--- config.mk ---
export PLATFORM = sky130hd
export DESIGN_NAME = fsm_dispatcher
export DESIGN_NICKNAME = d
export VERILOG_FILES = /design/src/rtl/dispatch_pkg.sv /design/src/rtl/dispatch_watchdog.sv /design/src/rtl/fsm_dispatcher.sv
export SDC_FILE = /design/constraint.sdc
export NUM_CORES = 1
export LEC_CHECK = 0
export ABC_AREA = 1
export CAP_MARGIN = 15
export CORE_AREA = 5 5 100 102
export CTS_CLUSTER_DIAMETER = 80
export DETAILED_ROUTE_END_ITERATION = 7
export DIE_AREA = 0 0 105 107
export MAX_ROUTING_LAYER = met4
export PLACE_DENSITY = 0.62
export SYNTH_ARGS = -nofsm -noshare
export SYNTH_HDL_FRONTEND = slang
export SYNTH_SLANG_ARGS = --single-unit
--- constraint.sdc ---
create_clock -name clock -period 2.61 [get_ports clock]
set_input_delay 0.783 -clock clock [delete_from_list [all_inputs] [get_ports clock]]
set_output_delay 0.783 -clock clock [all_outputs]
set_load 0.02 [all_outputs]
--- src/rtl/dispatch_pkg.sv ---
// Shared definitions for the instruction dispatcher: opcode ranges, unit
// indices, FSM state encoding and instruction field positions.
package dispatch_pkg;

    localparam int OP_MSB  = 31;
    localparam int OP_LSB  = 28;
    localparam int P1_MSB  = 27;
    localparam int P1_LSB  = 22;
    localparam int P2_MSB  = 21;
    localparam int P2_LSB  = 16;
    localparam int IMM_MSB = 15;
    localparam int IMM_LSB = 0;

    localparam logic [3:0] OP_NOP    = 4'h0;
    localparam logic [3:0] OP_REG_LO = 4'h1;
    localparam logic [3:0] OP_REG_HI = 4'h7;
    localparam logic [3:0] OP_IMM_LO = 4'h8;
    localparam logic [3:0] OP_IMM_HI = 4'hB;
    localparam logic [3:0] OP_MEM_LO = 4'hC;
    localparam logic [3:0] OP_MEM_HI = 4'hD;
    localparam logic [3:0] OP_MOV    = 4'hE;
    localparam logic [3:0] OP_HALT   = 4'hF;

    localparam logic [1:0] UNIT_REG = 2'd0;
    localparam logic [1:0] UNIT_IMM = 2'd1;
    localparam logic [1:0] UNIT_MEM = 2'd2;
    localparam logic [1:0] UNIT_MOV = 2'd3;

    typedef enum logic [2:0] {
        ST_IDLE   = 3'd0,
        ST_DECODE = 3'd1,
        ST_START  = 3'd2,
        ST_WAIT   = 3'd3,
        ST_RETIRE = 3'd4,
        ST_HALTED = 3'd5
    } state_t;

    // NOP and HALT never reach a unit, so their mapping is irrelevant.
    function automatic logic [1:0] decode_unit(input logic [3:0] op);
        logic [1:0] u;
        if (op >= OP_REG_LO && op <= OP_REG_HI) begin
            u = UNIT_REG;
        end else if (op >= OP_IMM_LO && op <= OP_IMM_HI) begin
            u = UNIT_IMM;
        end else if (op >= OP_MEM_LO && op <= OP_MEM_HI) begin
            u = UNIT_MEM;
        end else if (op == OP_MOV) begin
            u = UNIT_MOV;
        end else begin
            u = UNIT_REG;
        end
        return u;
    endfunction

    function automatic logic [3:0] unit_onehot(input logic [1:0] u);
        return 4'b0001 << u;
    endfunction

endpackage

--- src/rtl/dispatch_watchdog.sv ---
// Cycle counter for operations in flight; expire flags the last permitted
// cycle so the dispatcher can abort on that same edge.
module dispatch_watchdog #(
    parameter int TIMEOUT = 64
) (
    input  logic clock,
    input  logic reset,
    input  logic clear,
    input  logic enable,
    output logic expire
);

    localparam int              CW    = $clog2(TIMEOUT);
    localparam logic [CW-1:0]   LIMIT = CW'(TIMEOUT - 1);

    logic [CW-1:0] r_count;

    // Count enabled cycles since the last clear.
    always_ff @(posedge clock) begin
        if (reset) begin
            r_count <= {CW{1'b0}};
        end else if (clear) begin
            r_count <= {CW{1'b0}};
        end else if (enable) begin
            r_count <= r_count + {{(CW-1){1'b0}}, 1'b1};
        end else begin
            r_count <= r_count;
        end
    end

    assign expire = enable && (r_count == LIMIT);

endmodule

--- src/rtl/fsm_dispatcher.sv ---
// Instruction dispatcher: accepts one instruction per handshake, starts the
// decoded unit, owns the shared-bus grant, and retires on done or timeout.
module fsm_dispatcher
    import dispatch_pkg::*;
#(
    parameter int TIMEOUT = 64,
    parameter int COUNT_W = 16
) (
    input  logic               clock,
    input  logic               reset,
    input  logic               instr_valid,
    output logic               instr_ready,
    input  logic [31:0]        instr,
    output logic [3:0]         unit_start,
    input  logic [3:0]         unit_done,
    output logic [3:0]         bus_grant,
    output logic [3:0]         opcode,
    output logic [5:0]         param1,
    output logic [5:0]         param2,
    output logic [15:0]        immediate,
    output logic               retired,
    output logic [COUNT_W-1:0] retired_count,
    output logic               halted,
    output logic               error
);

    state_t              r_state;
    state_t              w_state_next;
    logic [1:0]          r_unit;
    logic [1:0]          w_unit_cur;
    logic [3:0]          r_opcode;
    logic [5:0]          r_param1;
    logic [5:0]          r_param2;
    logic [15:0]         r_immediate;
    logic                r_instr_ready;
    logic [3:0]          r_unit_start;
    logic [3:0]          r_bus_grant;
    logic                r_retired;
    logic [COUNT_W-1:0]  r_retired_count;
    logic                r_halted;
    logic                r_error;
    logic                w_done;
    logic                w_expire;
    logic                w_timeout;
    logic                w_accept;

    dispatch_watchdog #(
        .TIMEOUT (TIMEOUT)
    ) u_watchdog (
        .clock  (clock),
        .reset  (reset),
        .clear  (r_state == ST_START),
        .enable (r_state == ST_WAIT),
        .expire (w_expire)
    );

    assign w_accept   = (r_state == ST_IDLE) && instr_valid;
    // The unit index is latched on leaving DECODE, so bypass it on that edge.
    assign w_unit_cur = (r_state == ST_DECODE) ? decode_unit(r_opcode) : r_unit;
    assign w_done     = (r_state == ST_WAIT) && unit_done[r_unit];
    assign w_timeout  = (r_state == ST_WAIT) && !w_done && w_expire;

    // Next-state logic; done takes priority over a coincident timeout.
    always_comb begin
        w_state_next = r_state;
        case (r_state)
            ST_IDLE: begin
                if (instr_valid) begin
                    w_state_next = ST_DECODE;
                end else begin
                    w_state_next = ST_IDLE;
                end
            end
            ST_DECODE: begin
                if (r_opcode == OP_NOP) begin
                    w_state_next = ST_RETIRE;
                end else if (r_opcode == OP_HALT) begin
                    w_state_next = ST_HALTED;
                end else begin
                    w_state_next = ST_START;
                end
            end
            ST_START: w_state_next = ST_WAIT;
            ST_WAIT: begin
                if (w_done) begin
                    w_state_next = ST_RETIRE;
                end else if (w_expire) begin
                    w_state_next = ST_IDLE;
                end else begin
                    w_state_next = ST_WAIT;
                end
            end
            ST_RETIRE: w_state_next = ST_IDLE;
            ST_HALTED: w_state_next = ST_HALTED;
            default:   w_state_next = ST_IDLE;
        endcase
    end

    // State, latched instruction fields and unit index.
    always_ff @(posedge clock) begin
        if (reset) begin
            r_state     <= ST_IDLE;
            r_unit      <= UNIT_REG;
            r_opcode    <= 4'h0;
            r_param1    <= 6'd0;
            r_param2    <= 6'd0;
            r_immediate <= 16'h0000;
        end else begin
            r_state <= w_state_next;
            if (w_accept) begin
                r_opcode    <= instr[OP_MSB:OP_LSB];
                r_param1    <= instr[P1_MSB:P1_LSB];
                r_param2    <= instr[P2_MSB:P2_LSB];
                r_immediate <= instr[IMM_MSB:IMM_LSB];
            end
            if (r_state == ST_DECODE) begin
                r_unit <= decode_unit(r_opcode);
            end
        end
    end

    // Outputs are registered from the next state so they align with it.
    always_ff @(posedge clock) begin
        if (reset) begin
            r_instr_ready   <= 1'b1;
            r_unit_start    <= 4'b0000;
            r_bus_grant     <= 4'b0000;
            r_retired       <= 1'b0;
            r_retired_count <= {COUNT_W{1'b0}};
            r_halted        <= 1'b0;
            r_error         <= 1'b0;
        end else begin
            r_instr_ready <= (w_state_next == ST_IDLE);
            r_unit_start  <= (w_state_next == ST_START) ? unit_onehot(w_unit_cur) : 4'b0000;
            r_bus_grant   <= (w_state_next == ST_START || w_state_next == ST_WAIT)
                             ? unit_onehot(w_unit_cur) : 4'b0000;
            r_retired     <= (w_state_next == ST_RETIRE);
            if (w_state_next == ST_RETIRE) begin
                r_retired_count <= r_retired_count + {{(COUNT_W-1){1'b0}}, 1'b1};
            end
            if (w_state_next == ST_HALTED) begin
                r_halted <= 1'b1;
            end
            if (w_timeout) begin
                r_error <= 1'b1;
            end
        end
    end

    assign instr_ready   = r_instr_ready;
    assign unit_start    = r_unit_start;
    assign bus_grant     = r_bus_grant;
    assign opcode        = r_opcode;
    assign param1        = r_param1;
    assign param2        = r_param2;
    assign immediate     = r_immediate;
    assign retired       = r_retired;
    assign retired_count = r_retired_count;
    assign halted        = r_halted;
    assign error         = r_error;

endmodule

# Word-level counts from Yosys, hierarchy flattened
# Cells that the tools add are included.
[word_totals] ff_bits=71 input_bits=39 output_inout_bits=60 elab_cells=66
[classes] add_sub_neg=2 order_cmp=7 n_eq_ne=11 shift=1 muxes=13 bitwise=2 reduce_logical=16
[ops] op="adder 16 x 1 -> 16 bit (second input constant)" count=1
[ops] op="one-hot mux 3 bit (5 select lines)" count=1
[ops] op="equality test 3 x 2 -> 1 bit (second input constant)" count=4
[ops] op="2-to-1 mux 2 bit" count=6
[ops] op="equality test 3 bit (second input constant)" count=3
[ops] op="2-to-1 mux 3 bit" count=3
[ops] op="equality test 4 bit (second input constant)" count=2
[ops] op="greater-or-equal comparator 4 bit (second input constant)" count=2
[ops] op="<= comparator 4 bit (second input constant)" count=2
[ops] op="logical AND 1 bit" count=8
[ops] op="adder 6 x 1 -> 6 bit (second input constant)" count=1
[ops] op="equality test 6 bit (second input constant)" count=1
[ops] op="zero test 3 bit" count=2
[ops] op="OR reduction 2 bit" count=3
[ops] op="greater-or-equal comparator 4 x 1 -> 1 bit (second input constant)" count=1
[ops] op="<= comparator 4 x 3 -> 1 bit (second input constant)" count=1
[ops] op="zero test 4 bit" count=1
[ops] op="left shift 1 x 2 -> 4 bit (first input constant)" count=1
[ops] op="equality test 3 x 1 -> 1 bit (second input constant)" count=1
[ops] op="less-than comparator 2 x 3 -> 1 bit (second input constant)" count=1
[ops] op="binary-select mux 1 bit (select 2 bit)" count=1
[ops] op="2-to-1 mux 1 bit" count=2
[ops] op="inverter 1 bit" count=2
[ops] op="zero test 1 bit" count=1
[ops] op="logical OR 1 bit" count=1

# Logic depth before layout (Yosys ltp)
[logic_depth] ltp_word=9 depth_mapped=11 depth_no_buf=10

# Modules after synthesis
# A second synthesis with hierarchy kept.
[hier_totals] hier_cells=411 area_unflattened_um2=3106.7
[by_module_without_submodules] mod="fsm_dispatcher" n_inst=1 cells_per_inst=374 area_each_um2=2831.5 seq_area_each_um2=1301.2
[by_module_without_submodules] mod="dispatch_watchdog" n_inst=1 cells_per_inst=37 area_each_um2=275.3 seq_area_each_um2=120.1

# Least setup slack after synthesis
# No wires, ideal clock.
[synth_timing] path_kind="input to register" startpoint="input unit_done[1]" endpoint="register r_instr_ready, in the netlist instr_ready" setup_time_ps=115 t_arrival_ps=1627 required_ps=2495 path_slack_ps=868 cell_stages=8 path_buffers=1 cell_sequence="nand2_1 -> nand3_1 -> nand2_1 -> nand3_2 -> nand2_2 -> nor2_8 -> buf_8 -> o21a_1"
[synth_between] elab_chain_len=6
[synth_rtl] element="from (decl)" line_no="fsm_dispatcher.sv:15" text="input logic [3:0] unit_done,"
[synth_rtl] element="binary-select mux 1 bit (select 2 bit)" line_no="fsm_dispatcher.sv:60" text="assign w_done = (r_state == ST_WAIT) && unit_done[r_unit];"
[synth_rtl] element="2-to-1 mux 1 bit (implied by the code)" line_no="fsm_dispatcher.sv:60"
[synth_rtl] element="logical AND 1 bit" line_no="fsm_dispatcher.sv:60"
[synth_rtl] element="2-to-1 mux 3 bit" line_no="fsm_dispatcher.sv:85" text="if (w_done) begin"
[synth_rtl] element="one-hot mux 3 bit (5 select lines)" line_no="fsm_dispatcher.sv:66" text="case (r_state)"
[synth_rtl] element="zero test 3 bit" line_no="fsm_dispatcher.sv:133" text="r_instr_ready <= (w_state_next == ST_IDLE);"
[synth_rtl] element="to (signal assigned)" line_no="fsm_dispatcher.sv:133"
[synth_rtl] element="to (decl)" line_no="fsm_dispatcher.sv:35" text="logic r_instr_ready;"
# Every way passes these cells. The select of a mux whose other input is x is not followed.
# A chain may end at the register's enable or synchronous reset.

# Final worst setup path
[layout_timing] startpoint="register r_retired_count[2], in the netlist retired_count[2]" endpoint="output retired_count[2]"
[layout_rtl] element="from (decl)" line_no="fsm_dispatcher.sv:39" text="logic [COUNT_W-1:0] r_retired_count;"
[layout_rtl] element="from (signal assigned)" line_no="fsm_dispatcher.sv:129" text="r_retired_count <= {COUNT_W{1'b0}};"
[layout_rtl] element="from (signal assigned)" line_no="fsm_dispatcher.sv:139" text="r_retired_count <= r_retired_count + {{(COUNT_W-1){1'b0}}, 1'b1};"
[layout_rtl] element="to (decl)" line_no="fsm_dispatcher.sv:22" text="output logic [COUNT_W-1:0] retired_count,"
# No word-level cell between the ends.

==> impl_metrics.ini <==
[outcome]
outcome = complete, no violations

[route]
drtIter0Drc = 110
wirelength_um = 7890
ant_nets = 0
wl_per_cell_um = 12.7
vias = 2867
drc = 0
viasPerCell = 4.62
first_pass_iters = 4

[synthesis]
synth_common_cells = nor2_1 (93), dfxtp_1 (71), nand2_1 (57), o21ai_0 (35), nand3_1 (32)
ys.flop_type = dfxtp_1
synth_most_common_cell = nor2_1
ys_top_cells_by_area = dfxtp_1 (47%), nor2_1 (11%), nand2_1 (7.0%), o21ai_0 (5.7%), nand3_1 (5.3%)
syn_area_per_cell_um2 = 7.53
yosys_warnings = 0
postSynth.asyncResetShare_pct = 0
synthCells = 405
synth_seq_area_share_pct = 46.6
synth_nets = 446
yosys.area.top_type_share_pct = 46.6
netlist_area_um2 = 3050
synth_edf_count = 0
synth.distinct_cells = 33
synth_seq_cells = 71
synth_top_area_cell = dfxtp_1

[timing]
relSlewSlack_pct = 68.7
clock_skew_ns = 0.00924
final.period_utilization_pct = 86.1
max_clock_freq_mhz = 445
hold_viol_final = 0
hold-worst-slack_ns = 0.472
slew_violations = 0
worst_pin_slew_ns = 0.466
setup_viol = 0
rsz0062_at_grt = false
setup_tns_ns = 0
finalCriticalPeriod_ns = 2.25

[critical_path]
slowest_stage = clkdlybuf4s50_1
cp_cell_sequence = clkdlybuf4s50_1
crit_family = buffers and inverters
start_kind = register
cp.required_ns = 1.83
end_kind = output port
critical_path_class = reg -> out
cp.arrival_ns = 1.46
path_buf_inv = 1
max_stage_delay_ns = 0.66
path_max_fanout = 7

[pwr]
total_leakage_power_nw = 1.67
clockPowerShare_pct = 33.1
total_power_mw = 3.22
p_switching_mw = 1.02
power.density_nw_per_um2 = 734
power_frac_comb_pct = 27.3
cellInternalPower_mw = 2.20
ir_drop_mv = 0.283
switching_share_pct = 31.6
p_seq_share_pct = 39.6

[layout]
nets = 546
fillers = 905
syn_to_final_growth_pct = 43.8
multi_input_area_um2 = 1440
seq_area_um2 = 1420
n_antenna_cell = 0
drive_gt1_share_pct = 8.43

[floorplan]
die_h_um = 107
die_w_um = 105
std_cell_rows = 35
core_um2 = 9020
floorplan.initialDensity_pct = 33.8
num_io_pins = 99
dieArea_um2 = 11200

[clock_tree]
cts_resized = 0
cts_hold_repair.buffers = 0
ctsHtreeMaxLevel = 3
worst_skew_pair.late_latency_ns = 0.34
cts_tree = built
cts_buffer_depth = 2
cts_buffers = 9
clk_pin_slew_worst_paths_ns = 0.07
cts_setup_buffers = 0
cts_root_buf = clkbuf_8
cts.sinks = 71

[run]
maxCapViolCount = 0

[placed_design]
gp_congestion = 0.900
numPortBuffers = 98
hpwl_um = 5760

[global_routing]
track_usage_pct = 14.9
overflow = 0
grt_max_degree = 34
grt_pass1_wl_um = 13400
antenna_found_initial = 0
grt_pass1_vias = 2778

[min_path]
hp-class = reg -> reg
## tightest hold or removal path, stage by stage (launching register included)
cell and delay (ns):
dfxtp_1 0.33, a21oi_1 0.04, nor2_1 0.07
## metal layers
layer	global-route usage, %	vias to the layer above	part of all wire [%]
li1	-	1500	-
met1	18.5	1279	46
met2	23.7	81	49
met3	3.13	7	4.4
met4	5.75	0	1.1
met5	-	-	0
## layout by cell type (no fill, tap or decap), types with 2 or more instances in the layout
cell type         n
nor3_1            7
xnor2_1           2
o21ai_0          35
a21oi_1          20
inv_2             5
buf_4             6
nand2_2           5
bufinv_16         3
ha_1              2
nand2_1          57
xor2_1           12
nor2_8            2
dfxtp_1          71
nand2_4           2
inv_1            26
clkbuf_8          9
nor2_1           93
nand4_1           5
nand3_1          32
o21a_1            2
clkdlybuf4s50_1  98
nor2_4            2
## logic make-up (layout without fill, tap and decap cells)
logic type	Yosys count	count (layout)	share of synthesized area [%]
buffers and inverters	46	151	6.20
flip-flops	71	71	46.6
adder cells (fa/ha/maj)	2	2	0.821
XOR/XNOR	14	14	4.02
AND/OR/NAND/NOR	213	213	32.4
AO/OA/AOI/OAI	59	59	9.93
## final timing paths
kind,from,to,slack (ns),depth (start not counted)
worst min-delay path,error,error,0.47,2
worst max-delay path,retired_count[2],retired_count[2],0.36,1
worst min register to register,error,error,0.47,2
worst max register to register,retired_count[0],retired_count[14],0.94,7
## power by group through the flow
stage	sequential, mW	combinational [mW]	clock [mW]
floorplan	1.41	0.424	0
global placement	1.29	0.881	0
detailed placement	1.30	0.887	0
CTS	1.27	0.890	1.10
global route	1.29	0.959	1.14
finish	1.27	0.878	1.07
## area by class of cell
type                    count  area share, %
clock buffers               9           2.83
clock inverters             7           2.74
inverters                  31           2.65
multi-input cells         288           32.8
flip-flops and latches     71           32.4
well taps                 111           3.17
repair buffers            104           23.4
## flip-flops by register name (all words and copies together), names as in the netlist
name                flops
immediate              16
opcode                  4
retired_count          16
halted                  1
unit_start              4
param1                  6
instr_ready             1
bus_grant               4
r_state                 3
retired                 1
error                   1
r_unit                  2
param2                  6
u_watchdog.r_count      6
## per-stage QoR
| stage | util (%) | cell area [um2] | cells | worst slack (ns) |
|---|---|---|---|---|
| after detailed placement | 45.9 | 4140 | 605 | 0.284 |
| after global routing | 48.6 | 4380 | 621 | 0.268 |
| after CTS | 48.6 | 4380 | 621 | 0.336 |
| after global placement | 45.9 | 4140 | 605 | 0.263 |
| after floorplan | - | 3050 | 405 | 0.868 |
| final | 48.6 | 4380 | 621 | 0.363 |
No activity file was read; power rests on OpenSTA's default activity.
